`src/rtl/demux_pkg.sv`:
```
`default_nettype none
// ============================================================================
// Module   : demux_pkg
// Brief    : Shared types and constants for the demux8_deser serial-to-parallel block
// Revision : 1.0  initial release
// ============================================================================
package demux_pkg;

    localparam int WIDTH_DEFAULT = 8;

    typedef enum logic [1:0] {
        FILL = 2'd0,
        PAR  = 2'd1,
        WAIT = 2'd2
    } demux_state_t;

endpackage : demux_pkg
`default_nettype wire

```
`src/rtl/demux8_deser_if.sv`:
```
`default_nettype none
// ============================================================================
// Module   : demux8_deser_if
// Brief    : Serial-in / word-out handshake bundle for demux8_deser
// Revision : 1.0  initial release
// ============================================================================
interface demux8_deser_if
    import demux_pkg::*;
#(
    parameter int WIDTH = WIDTH_DEFAULT
);
    localparam int c_SEL_W = $clog2(WIDTH);

    logic               flush;
    logic               in_valid;
    logic               in_ready;
    logic               in_bit;
    logic [c_SEL_W-1:0] sel;
    logic               out_valid;
    logic               out_ready;
    logic [WIDTH-1:0]   out;
    logic               out_perr;

    modport master (
        output flush, in_valid, in_bit, out_ready,
        input  in_ready, sel, out_valid, out, out_perr
    );

    modport slave (
        input  flush, in_valid, in_bit, out_ready,
        output in_ready, sel, out_valid, out, out_perr
    );

endinterface : demux8_deser_if
`default_nettype wire

```
`src/rtl/demux8_outreg.sv`:
```
`default_nettype none
// ============================================================================
// Module   : demux8_outreg
// Brief    : One-word valid/ready holding register with a load port
// Revision : 1.0  initial release
// ============================================================================
module demux8_outreg #(
    parameter int WIDTH = 8
) (
    input  wire logic             clk,
    input  wire logic             rst_n,
    input  wire logic             i_load,
    input  wire logic [WIDTH-1:0] i_data,
    input  wire logic             i_perr,
    input  wire logic             i_ready,
    output logic                  o_valid,
    output logic [WIDTH-1:0]      o_data,
    output logic                  o_perr
);

    logic             r_valid;
    logic [WIDTH-1:0] r_data;
    logic             r_perr;

    // A load on the same edge as a consumer take keeps valid high.
    always_ff @(posedge clk or negedge rst_n) begin
        if (!rst_n) begin
            r_valid <= 1'b0;
            r_data  <= '0;
            r_perr  <= 1'b0;
        end else if (i_load) begin
            r_valid <= 1'b1;
            r_data  <= i_data;
            r_perr  <= i_perr;
        end else if (i_ready) begin
            r_valid <= 1'b0;
        end
    end

    assign o_valid = r_valid;
    assign o_data  = r_data;
    assign o_perr  = r_perr;

endmodule : demux8_outreg
`default_nettype wire

```
`src/rtl/demux8_deser.sv`:
```
`default_nettype none
// ============================================================================
// Module   : demux8_deser
// Brief    : Bit-serial to WIDTH-lane word demultiplexer with valid/ready output.
//            Define DEMUX_PARITY_EN to append an even-parity beat to every word.
// Revision : 1.0  initial release
// ============================================================================
module demux8_deser
    import demux_pkg::*;
#(
    parameter int WIDTH = WIDTH_DEFAULT
) (
    input  wire logic     clk,
    input  wire logic     rst_n,
    demux8_deser_if.slave bus
);

    localparam int c_SEL_W = $clog2(WIDTH);

    demux_state_t       r_state;
    demux_state_t       w_state_nxt;
    logic [c_SEL_W-1:0] r_sel;
    logic [WIDTH-1:0]   r_fill;
`ifdef DEMUX_PARITY_EN
    logic               r_par;
`endif

    logic               w_in_ready;
    logic               w_accept;
    logic               w_last_lane;
    logic               w_out_free;
    logic               w_done;
    logic               w_load;
    logic [WIDTH-1:0]   w_word;
    logic               w_perr;
    logic               w_out_valid;
    logic [WIDTH-1:0]   w_out_data;
    logic               w_out_perr;

    assign w_last_lane = (r_sel == c_SEL_W'(WIDTH - 1));
    assign w_accept    = bus.in_valid & w_in_ready & ~bus.flush;
    assign w_out_free  = ~w_out_valid | bus.out_ready;

    always_ff @(posedge clk or negedge rst_n) begin
        if (!rst_n) begin
            r_state <= FILL;
        end else begin
            r_state <= w_state_nxt;
        end
    end

    always_comb begin
        w_state_nxt = r_state;
        if (bus.flush) begin
            w_state_nxt = FILL;
        end else begin
            case (r_state)
                FILL: begin
                    if (w_accept && w_last_lane) begin
`ifdef DEMUX_PARITY_EN
                        w_state_nxt = PAR;
`else
                        w_state_nxt = w_out_free ? FILL : WAIT;
`endif
                    end
                end
                PAR: begin
                    if (w_accept) begin
                        w_state_nxt = w_out_free ? FILL : WAIT;
                    end
                end
                WAIT: begin
                    if (bus.out_ready) begin
                        w_state_nxt = FILL;
                    end
                end
                default: w_state_nxt = FILL;
            endcase
        end
    end

    always_comb begin
        w_in_ready = (r_state != WAIT);
`ifdef DEMUX_PARITY_EN
        w_done = w_accept && (r_state == PAR);
        w_word = r_fill;
        w_perr = ^{r_fill, ((r_state == WAIT) ? r_par : bus.in_bit)};
`else
        w_done = w_accept && (r_state == FILL) && w_last_lane;
        // Completing beat bypasses the fill buffer so the word loads on its own edge.
        w_word = (r_state == WAIT) ? r_fill : {bus.in_bit, r_fill[WIDTH-2:0]};
        w_perr = 1'b0;
`endif
        w_load = ~bus.flush &
                 ((w_done & w_out_free) | ((r_state == WAIT) & bus.out_ready));
    end

    always_ff @(posedge clk or negedge rst_n) begin
        if (!rst_n) begin
            r_sel  <= '0;
            r_fill <= '0;
`ifdef DEMUX_PARITY_EN
            r_par  <= 1'b0;
`endif
        end else if (bus.flush) begin
            r_sel <= '0;
        end else if (w_accept) begin
            if (r_state == FILL) begin
                r_fill[r_sel] <= bus.in_bit;
`ifdef DEMUX_PARITY_EN
                // Hold on the last lane while the parity beat is outstanding.
                if (!w_last_lane) begin
                    r_sel <= r_sel + 1'b1;
                end
`else
                r_sel <= w_last_lane ? '0 : r_sel + 1'b1;
`endif
            end
`ifdef DEMUX_PARITY_EN
            if (r_state == PAR) begin
                r_par <= bus.in_bit;
                r_sel <= '0;
            end
`endif
        end
    end

    demux8_outreg #(
        .WIDTH (WIDTH)
    ) u_outreg (
        .clk     (clk),
        .rst_n   (rst_n),
        .i_load  (w_load),
        .i_data  (w_word),
        .i_perr  (w_perr),
        .i_ready (bus.out_ready),
        .o_valid (w_out_valid),
        .o_data  (w_out_data),
        .o_perr  (w_out_perr)
    );

    assign bus.in_ready  = w_in_ready;
    assign bus.sel       = r_sel;
    assign bus.out_valid = w_out_valid;
    assign bus.out       = w_out_data;
    assign bus.out_perr  = w_out_perr;

endmodule : demux8_deser
`default_nettype wire

```
`src/flat_wrapper.sv`:
```
// flat-port wrapper written by rule: the top's interface ports become plain ports
module demux8_deser_flat import demux_pkg::*;
#(
    parameter int WIDTH = WIDTH_DEFAULT
)
  (clk, rst_n, bus_flush, bus_in_valid, bus_in_bit, bus_out_ready, bus_in_ready, bus_sel, bus_out_valid, bus_out, bus_out_perr);
  demux8_deser_if #(.WIDTH(WIDTH)) bus_i ();
  input  wire logic clk;
  input  wire logic rst_n;
  input wire logic [$bits(bus_i.flush)-1:0] bus_flush;
  input wire logic [$bits(bus_i.in_valid)-1:0] bus_in_valid;
  input wire logic [$bits(bus_i.in_bit)-1:0] bus_in_bit;
  input wire logic [$bits(bus_i.out_ready)-1:0] bus_out_ready;
  output wire logic [$bits(bus_i.in_ready)-1:0] bus_in_ready;
  output wire logic [$bits(bus_i.sel)-1:0] bus_sel;
  output wire logic [$bits(bus_i.out_valid)-1:0] bus_out_valid;
  output wire logic [$bits(bus_i.out)-1:0] bus_out;
  output wire logic [$bits(bus_i.out_perr)-1:0] bus_out_perr;
  assign bus_i.flush = bus_flush;
  assign bus_i.in_valid = bus_in_valid;
  assign bus_i.in_bit = bus_in_bit;
  assign bus_i.out_ready = bus_out_ready;
  assign bus_in_ready = bus_i.in_ready;
  assign bus_sel = bus_i.sel;
  assign bus_out_valid = bus_i.out_valid;
  assign bus_out = bus_i.out;
  assign bus_out_perr = bus_i.out_perr;
  demux8_deser #(.WIDTH(WIDTH)) u_core (.clk(clk), .rst_n(rst_n), .bus(bus_i));
endmodule
```
`config.mk`:
```
export PLATFORM = sky130hd
export DESIGN_NAME = demux8_deser_flat
export DESIGN_NICKNAME = d
export VERILOG_FILES = /design/src/rtl/demux_pkg.sv /design/src/rtl/demux8_deser_if.sv /design/src/rtl/demux8_outreg.sv /design/src/rtl/demux8_deser.sv /design/src/flat_wrapper.sv
export SDC_FILE = /design/constraint.sdc
export NUM_CORES = 1
export LEC_CHECK = 0
export CORE_ASPECT_RATIO = 1.25
export CORE_MARGIN = 2
export CORE_UTILIZATION = 44
export CTS_CLUSTER_SIZE = 10
export DETAILED_ROUTE_END_ITERATION = 10
export MAX_ROUTING_LAYER = met4
export PLACE_DENSITY = 0.78
export RECOVER_POWER = 100
export SLEW_MARGIN = 10
export SYNTH_ARGS = -nofsm -noshare
export SYNTH_HDL_FRONTEND = slang
export SYNTH_SLANG_ARGS = --single-unit
```
`constraint.sdc`:
```
create_clock -name clk -period 1.8 [get_ports clk]
set_input_delay 0.27 -clock clk [delete_from_list [all_inputs] [get_ports clk]]
set_output_delay 0.27 -clock clk [all_outputs]
set_load 0.02 [all_outputs]
```
**Word level (Yosys, flattened, before mapping)**

Cells that the tools add are included.
Widths: inputs -> output; s select.

- Bits of input ports: 6
- Logic and storage cells: 51
- Output and inout port bits: 14
- Bits in registers: 22

- Multiplexer cells: 16
- Bitwise operators: 9
- $add $sub $neg: 1
- Reduce and logical (&&, ||, !) cells: 11
- Equality and inequality tests: 7
- $lt $le $gt $ge: 2

Operator list:

| operator | count |
|---|---|
| $mux 3 | 4 |
| $mux 2 | 5 |
| $bwmux 8 | 1 |
| $mux 8 | 1 |
| $ne 3x2->1 const B | 2 |
| $pmux 2 s3 | 1 |
| $reduce_and 3->1 | 2 |
| $reduce_bool 2->1 | 3 |
| $and 1x1->1 | 5 |
| $logic_and 1x1->1 | 4 |
| $lt 3x4->1 const B | 1 |
| $add 3x1->3 const B | 1 |
| $demux 1 s3 | 1 |
| $eq 3x3->1 const B | 1 |
| $ge 3x1->1 const B | 1 |
| $mux 1 | 3 |
| $ne 3x3->1 const B | 1 |
| $eq 2x1->1 const B | 1 |
| $eq 2x2->1 const B | 1 |
| $logic_not 2->1 | 1 |
| $ne 2x2->1 const B | 1 |
| $not 1->1 | 2 |
| $or 1x1->1 | 2 |
| $reduce_and 2->1 | 1 |

**Logic depth before layout (Yosys ltp)**

Gate-level depths: netlist of run 1.

- Depth in word-level cells: 9
- Depth in mapped cells: 5

**By module**

A second synthesis of run 1 with hierarchy kept.

- Cell total of the unflattened synthesis: 76
- Area total of the unflattened synthesis: 1029.7 sq um

Modules (own cells, without submodules):

| module | instances | area each (sq um) | cells each |
|---|---|---|---|
| demux8_deser | 1 | 620.6 | 54 |
| demux8_outreg | 1 | 409.1 | 22 |

**Worst setup path before layout of run 1**

Ideal clock, no wire load.

- Path kind: register to register
- Start point: register u_core.r_sel[1], in the netlist u_core.bus.sel[1]
- End point: register u_core.u_outreg.r_data[0], in the netlist u_core.u_outreg.o_data[0]
- Setup slack: -0.096 ns
- Buffers on the path: 0
- Stages on the path, launching flop included: 6
- Data required time: 1.675 ns
- Setup time: 0.125 ns
- Arrival time: 1.772 ns
- Cell sequence: dfrtp_1 -> ha_1 -> ha_1 -> a21oi_1 -> a211oi_4 -> mux2_2

- Longest elaborated chain between the ends: 5

Ends and longest elaborated chain:

| item | RTL line | text |
|---|---|---|
| start: declaration | demux8_deser.sv:22 | `logic [c_SEL_W-1:0] r_sel;` |
| start signal: assignment | demux8_deser.sv:116 | `r_sel <= w_last_lane ? '0 : r_sel + 1'b1;` |
| $eq 3x3->1 | demux8_deser.sv:40 | `assign w_last_lane = (r_sel == c_SEL_W'(WIDTH - 1));` |
| $logic_and 1x1->1 | demux8_deser.sv:89 | `w_done = w_accept && (r_state == FILL) && w_last_lane;` |
| $and 1x1->1 | demux8_deser.sv:95 | `((w_done & w_out_free) \| ((r_state == WAIT) & bus.out_ready));` |
| $or 1x1->1 | demux8_deser.sv:95 |  |
| $and 1x1->1 | demux8_deser.sv:94 | `w_load = ~bus.flush &` |
| end signal: assignment | demux8_outreg.sv:33 | `r_data <= i_data;` |
| end: declaration | demux8_outreg.sv:22 | `logic [WIDTH-1:0] r_data;` |

No other way between the ends.
A chain may end at the register's enable or synchronous reset.

**Final worst setup path of run 1**

- Start point: register u_core.r_sel[0], in the netlist u_core.bus.sel[0]
- End point: register u_core.u_outreg.r_data[6], in the netlist u_core.u_outreg.o_data[6]

The elaborated chain is that of the path after synthesis.

==> results of run 1 <==
-- power by group through the flow --
stage / Sequential, mW / Clock [mW] / Combinational (mW)
6_report: 0.521 / 0.221 / 0.107
5_1_grt: 0.523 / 0.253 / 0.120
4_1_cts: 0.520 / 0.226 / 0.113
3_5_place_dp: 0.530 / 0 / 0.112
3_3_place_gp: 0.528 / 0 / 0.108
2_1_floorplan: 0.532 / 0 / 0.0546
-- worst max-delay path, stage by stage (launching register included) --
cell	delay (ns)
dfrtp_2	0.45
ha_1	0.22
ha_1	0.22
a21oi_2	0.19
a211oi_4	0.06
buf_12	0.15
mux2_1	0.31
-- layout make-up --
type	count	area [µm²]
Clock buffer	4	26.3
Fill cell	179	797
Inverter	2	7.51
Multi-Input combinational cell	48	404
Sequential cell	21	528
Tap cell	20	25.0
Timing Repair Buffer	27	239
-- through the flow --
| stage | power, mW | setup slack (ns) | hold WS [ns] | utilization |
|---|---|---|---|---|
| floorplan | 0.587 | 0.0574 | -0.0256 | - |
| global route | 0.897 | 0.0340 | 0.529 | 0.607 |
| finish | 0.849 | 0.0901 | 0.511 | 0.607 |
| detailed placement | 0.642 | 0.0259 | 0.493 | 0.602 |
| CTS | 0.859 | 0.0119 | 0.308 | 0.615 |
| global placement | 0.636 | 0.0261 | 0.471 | 0.602 |
-- routing by layer --
metal | vias to the layer above | wire length [µm]
met3 | 4 | 43
met2 | 14 | 914
met1 | 300 | 696
met4 | 0 | 24
met5 | - | 0
li1 | 307 | -
-- worst paths after layout --
kind                       cells after the start                                   from  slack (ns)                                    end
setup / recovery                               6          u_core.bus.sel[0]$_DFFE_PN0P_        0.09  u_core.u_outreg.o_data[6]$_DFFE_PN0P_
hold / removal                                 1  u_core.u_outreg.o_data[0]$_DFFE_PN0P_        0.51  u_core.u_outreg.o_data[0]$_DFFE_PN0P_
setup reg to reg                               6          u_core.bus.sel[0]$_DFFE_PN0P_        0.09  u_core.u_outreg.o_data[6]$_DFFE_PN0P_
hold reg to reg                                1  u_core.u_outreg.o_data[0]$_DFFE_PN0P_        0.51  u_core.u_outreg.o_data[0]$_DFFE_PN0P_
max in group asynchronous                      2                                  rst_n        0.42          u_core.bus.sel[1]$_DFFE_PN0P_
min in group asynchronous                      2                                  rst_n        0.67          u_core.bus.sel[0]$_DFFE_PN0P_
-- cells by family after synthesis --
kind of cell | after synthesis | synth area share
simple gates | 21 | 0.116
fa+ha+maj | 2 | 0.0261
buf+inv | 5 | 0.0327
compound gates | 4 | 0.0405
mux | 20 | 0.231
other cells | 1 | 0.00392
flops | 21 | 0.549
-- sequential cells by signal, indices dropped and copies added (netlist names) --
signal and count:
u_core.bus.sel 3, u_core.r_fill 8, u_core.r_state 1, u_core.u_outreg.o_data 8
u_core.u_outreg.o_valid 1
-- cell usage after synthesis --
cell and instances:
dfrtp_1 21, mux2_2 16, nand2_1 6, nor2_1 5, nor2b_1 4, mux2i_1 3
ha_1 2, inv_1 2, nand3_1 2, a211oi_4 1, a21o_1 1, a21oi_1 1
a31oi_1 1, and4bb_2 1, buf_4 1, buf_6 1, clkbuf_2 1, conb_1 1
mux2_1 1, nor3_1 1, nor4b_1 1, or2_4 1
==> impl_metrics.toml, run 1 <==
[status]
outcome = "finished clean"

[clocking]
postCtsSetupRepairBufs = 0
cts_tree = "yes"
root_buffer = "clkbuf_4"
cts_made_buffers = 3
htreeDepth = 1
clkSlewWorstSetupHoldPaths_ns = 0.11
cts_resized = 0
cts.path.max_buffers = 2
cts_hold_buf = 0
clk_latency_ns = 0.30
cts_sinks = 21

[placement]
port-buffer-count = 18
gp_congestion = 0.751
placed_cell_area_mm2 = 0.00122
dpl.hpwl_mm = 1.31
place_inst = 118

[sta]
clock_skew_ns = 0.00443
rsz0062_at_grt = "no"
fin_crit_ns = 1.71
period_share = 0.950
fmax_ghz = 0.585
setup_viol = 0
relSlewSlack = 0.291
worstMarginPinSlew_ns = 1.06
finalSetupTns_ns = 0
slew_violations = 0
hold_viol = 0

[detailed_routing]
dr.first_iter.drc_count = 5
dr_total_vias = 625
wl_per_cell_um = 13.8
detail_route.wirelength_mm = 1.68
viasPerCell = 5.12
firstDrtPassIters = 3
drc = 0
drtAntennaViolNets = 0

[final_layout]
fin_area_mm2 = 0.00123
layout_commonest_cell = "dfrtp_1"
fin_cells = 122
layout.nets = 111
drive_above_1_share = 0.284
n_antenna_cell = 0
layout_common_cells = "19 x dfrtp_1, 16 x mux2_2, 11 x dlygate4sd3_1"
syn_to_final_growth_pct = 28.5

[global_routing]
grt_pass1_vias = 678
antenna_found_initial = 0
grt_use_met1 = 0.154
grtUsageMet3 = 0.0390
grt_max_degree = 22
grt_usage = 0.159
top_usage_layer = "met2"
grt_first_pass_wirelength_mm = 2.84
use_met2 = 0.282
grt_overflow_total = 0

[pwr]
switching_share = 0.239
vdd_drop_max_v = 0.000418
combPwrFrac = 0.126
powerDensity_mw_per_mm2 = 690
leakagePower_nw = 0.618
clkPwrFrac = 0.260
p_int_mw = 0.646
pwr-share-seq = 0.614
netSwitchingPower_mw = 0.203

[yosys]
seq_area_frac_synth = 0.549
syn-cell-area_um2 = 957
syn_area_per_cell_um2 = 12.9
synth_area_leaders = "dfrtp_1 55%, mux2_2 19%, mux2i_1 3.1%"
syn_inst = 74
synth_top_area_cell = "dfrtp_1"
yosysUniqueCellTypes = 22
syn-num-nets = 82
ys_seq_elements = 21
synth-warning-count = 0
synth_top_area_frac = 0.549

[worst_setup_path]
path_max_fanout = 9
crit_type = "register to register"
cp-start-kind = "register"
required_ns = 1.99
cp.arrival_ns = 1.90
worst_setup_path_end_kind = "register"

[worst_hold_path]
hold_class = "register to register"

[job]
cap_violations = 0

[floorplanning]
dieArea_mm2 = 0.00257
pin_count = 20
core_mm2 = 0.00203
rows = 18
die_w_um = 45.7
die_y_um = 56.1
start_util = 0.472
Power figures use the tool's default switching activity.
==> run 2: changes to the inputs <==
CELL_PAD_IN_SITES_DETAIL_PLACEMENT = 0   (was not set)
CELL_PAD_IN_SITES_GLOBAL_PLACEMENT = 2   (was not set)
CORE_UTILIZATION = 32   (was 44)
PLACE_DENSITY = 0.8   (was 0.78)
clock period = 1.96 ns   (was 1.8 ns; I/O delays follow)
==> impl_metrics.toml, run 2 (synthesis results as in run 1) <==
[worst_setup_path]
required_ns = 1.67
cp_top_family = "buffers and inverters"
worstPathCellList = "dlygate4sd3_1"
critPathMaxStageDelay_ns = 0.72
cp-start-kind = "register"
worst_setup_path_end_kind = "primary output"
cp.arrival_ns = 1.52
slowest_stage = "dlygate4sd3_1"
crit_type = "register to primary output"
path_buf_inv = 1
path_max_fanout = 8

[sta]
fin_crit_ns = 1.81
period_share = 0.923
fin_ws_ns = 0.150
hold_viol = 0
fmax_ghz = 0.553
clock_skew_ns = 0.00201
setup_viol = 0
relSlewSlack = 0.278
worstMarginPinSlew_ns = 1.08
finalSetupTns_ns = 0
slew_violations = 0
rsz0062_at_grt = "no"

[floorplanning]
start_util = 0.331
core_mm2 = 0.00289
rows = 22
pin_count = 20
die_y_um = 65.1
die_w_um = 52.9
dieArea_mm2 = 0.00345

[clocking]
htreeDepth = 1
cts.path.max_buffers = 2
cts_made_buffers = 3
clk_latency_ns = 0.29
root_buffer = "clkbuf_4"
cts_tree = "yes"
postCtsSetupRepairBufs = 0
clkSlewWorstSetupHoldPaths_ns = 0.11
cts_hold_buf = 0
cts_resized = 0
cts_sinks = 21

[pwr]
vdd_drop_max_v = 0.000407
clkPwrFrac = 0.261
p_int_mw = 0.591
powerDensity_mw_per_mm2 = 636
netSwitchingPower_mw = 0.186
pwr-share-seq = 0.612
combPwrFrac = 0.127
leakagePower_nw = 0.617
switching_share = 0.239

[detailed_routing]
detail_route.wirelength_mm = 1.64
firstDrtPassIters = 4
drc = 0
drtAntennaViolNets = 0
dr_total_vias = 637
viasPerCell = 4.72
dr.first_iter.drc_count = 8
wl_per_cell_um = 12.1

[global_routing]
grt_pass1_vias = 679
grt_first_pass_wirelength_mm = 3.08
grt_max_degree = 22
grt_overflow_total = 0
antenna_found_initial = 0
grt_usage = 0.122

[placement]
dpl.hpwl_mm = 1.21
gp_congestion = 0.663
post-place-ws_ns = 0.118
port-buffer-count = 18

[final_layout]
layout.nets = 108
drive_above_1_share = 0.253
n_antenna_cell = 0
utilization = 0.423
layout_common_cells = "21 x dfrtp_1, 16 x mux2_2, 16 x dlygate4sd3_1, 6 x nand2_1, 5 x nor2_1"
syn_to_final_growth_pct = 27.7
layout_commonest_cell = "dfrtp_1"

[status]
outcome = "finished clean"

[job]
cap_violations = 0

[worst_hold_path]
hold_class = "register to register"
[run 2: layout make-up]
class | count | area, µm²
Fill cell | 290 | 1670
Sequential cell | 21 | 526
Multi-Input combinational cell | 48 | 400
Timing Repair Buffer | 24 | 218
Tap cell | 36 | 45.0
Clock buffer | 4 | 26.3
Inverter | 2 | 7.51
[run 2: path summary, 6_finish.rpt]
path | from | to | cells past startpoint | slack, ns
min in group asynchronous | rst_n | u_core.u_outreg.o_data[5]$_DFFE_PN0P_ | 2 | 0.70
worst max-delay path | u_core.bus.sel[2]$_DFFE_PN0P_ | bus_sel[2] | 1 | 0.15
max in group asynchronous | rst_n | u_core.bus.sel[2]$_DFFE_PN0P_ | 2 | 0.62
worst max register to register | u_core.bus.sel[2]$_DFFE_PN0P_ | u_core.u_outreg.o_data[2]$_DFFE_PN0P_ | 5 | 0.18
worst min-delay path | u_core.u_outreg.o_data[6]$_DFFE_PN0P_ | u_core.u_outreg.o_data[6]$_DFFE_PN0P_ | 1 | 0.49
worst min register to register | u_core.u_outreg.o_data[6]$_DFFE_PN0P_ | u_core.u_outreg.o_data[6]$_DFFE_PN0P_ | 1 | 0.49
[run 2: routing by layer]
metal	vias to the layer above	part of all wire	track usage
li1	303	-	-
met4	0	0.011	0.0577
met5	-	0	-
met3	2	0.026	0.0136
met1	321	0.46	0.167
met2	11	0.50	0.180
[run 2: power groups by stage]
stage / registers, mW / logic, mW / clock network (mW)
2_1_floorplan: 0.488 / 0.0501 / 0
3_3_place_gp: 0.483 / 0.102 / 0
3_5_place_dp: 0.484 / 0.105 / 0
4_1_cts: 0.476 / 0.106 / 0.216
5_1_grt: 0.480 / 0.113 / 0.237
6_report: 0.476 / 0.0987 / 0.203
[run 2: stage by stage]
step / instances / power [mW] / area [µm²] / hold WS, ns
2_1_floorplan: 74 / 0.538 / 957 / -0.00159
3_3_place_gp: 131 / 0.585 / 1200 / 0.474
3_5_place_dp: 131 / 0.589 / 1200 / 0.481
4_1_cts: 135 / 0.798 / 1230 / 0.317
5_1_grt: 135 / 0.830 / 1220 / 0.511
6_report: 135 / 0.777 / 1220 / 0.491
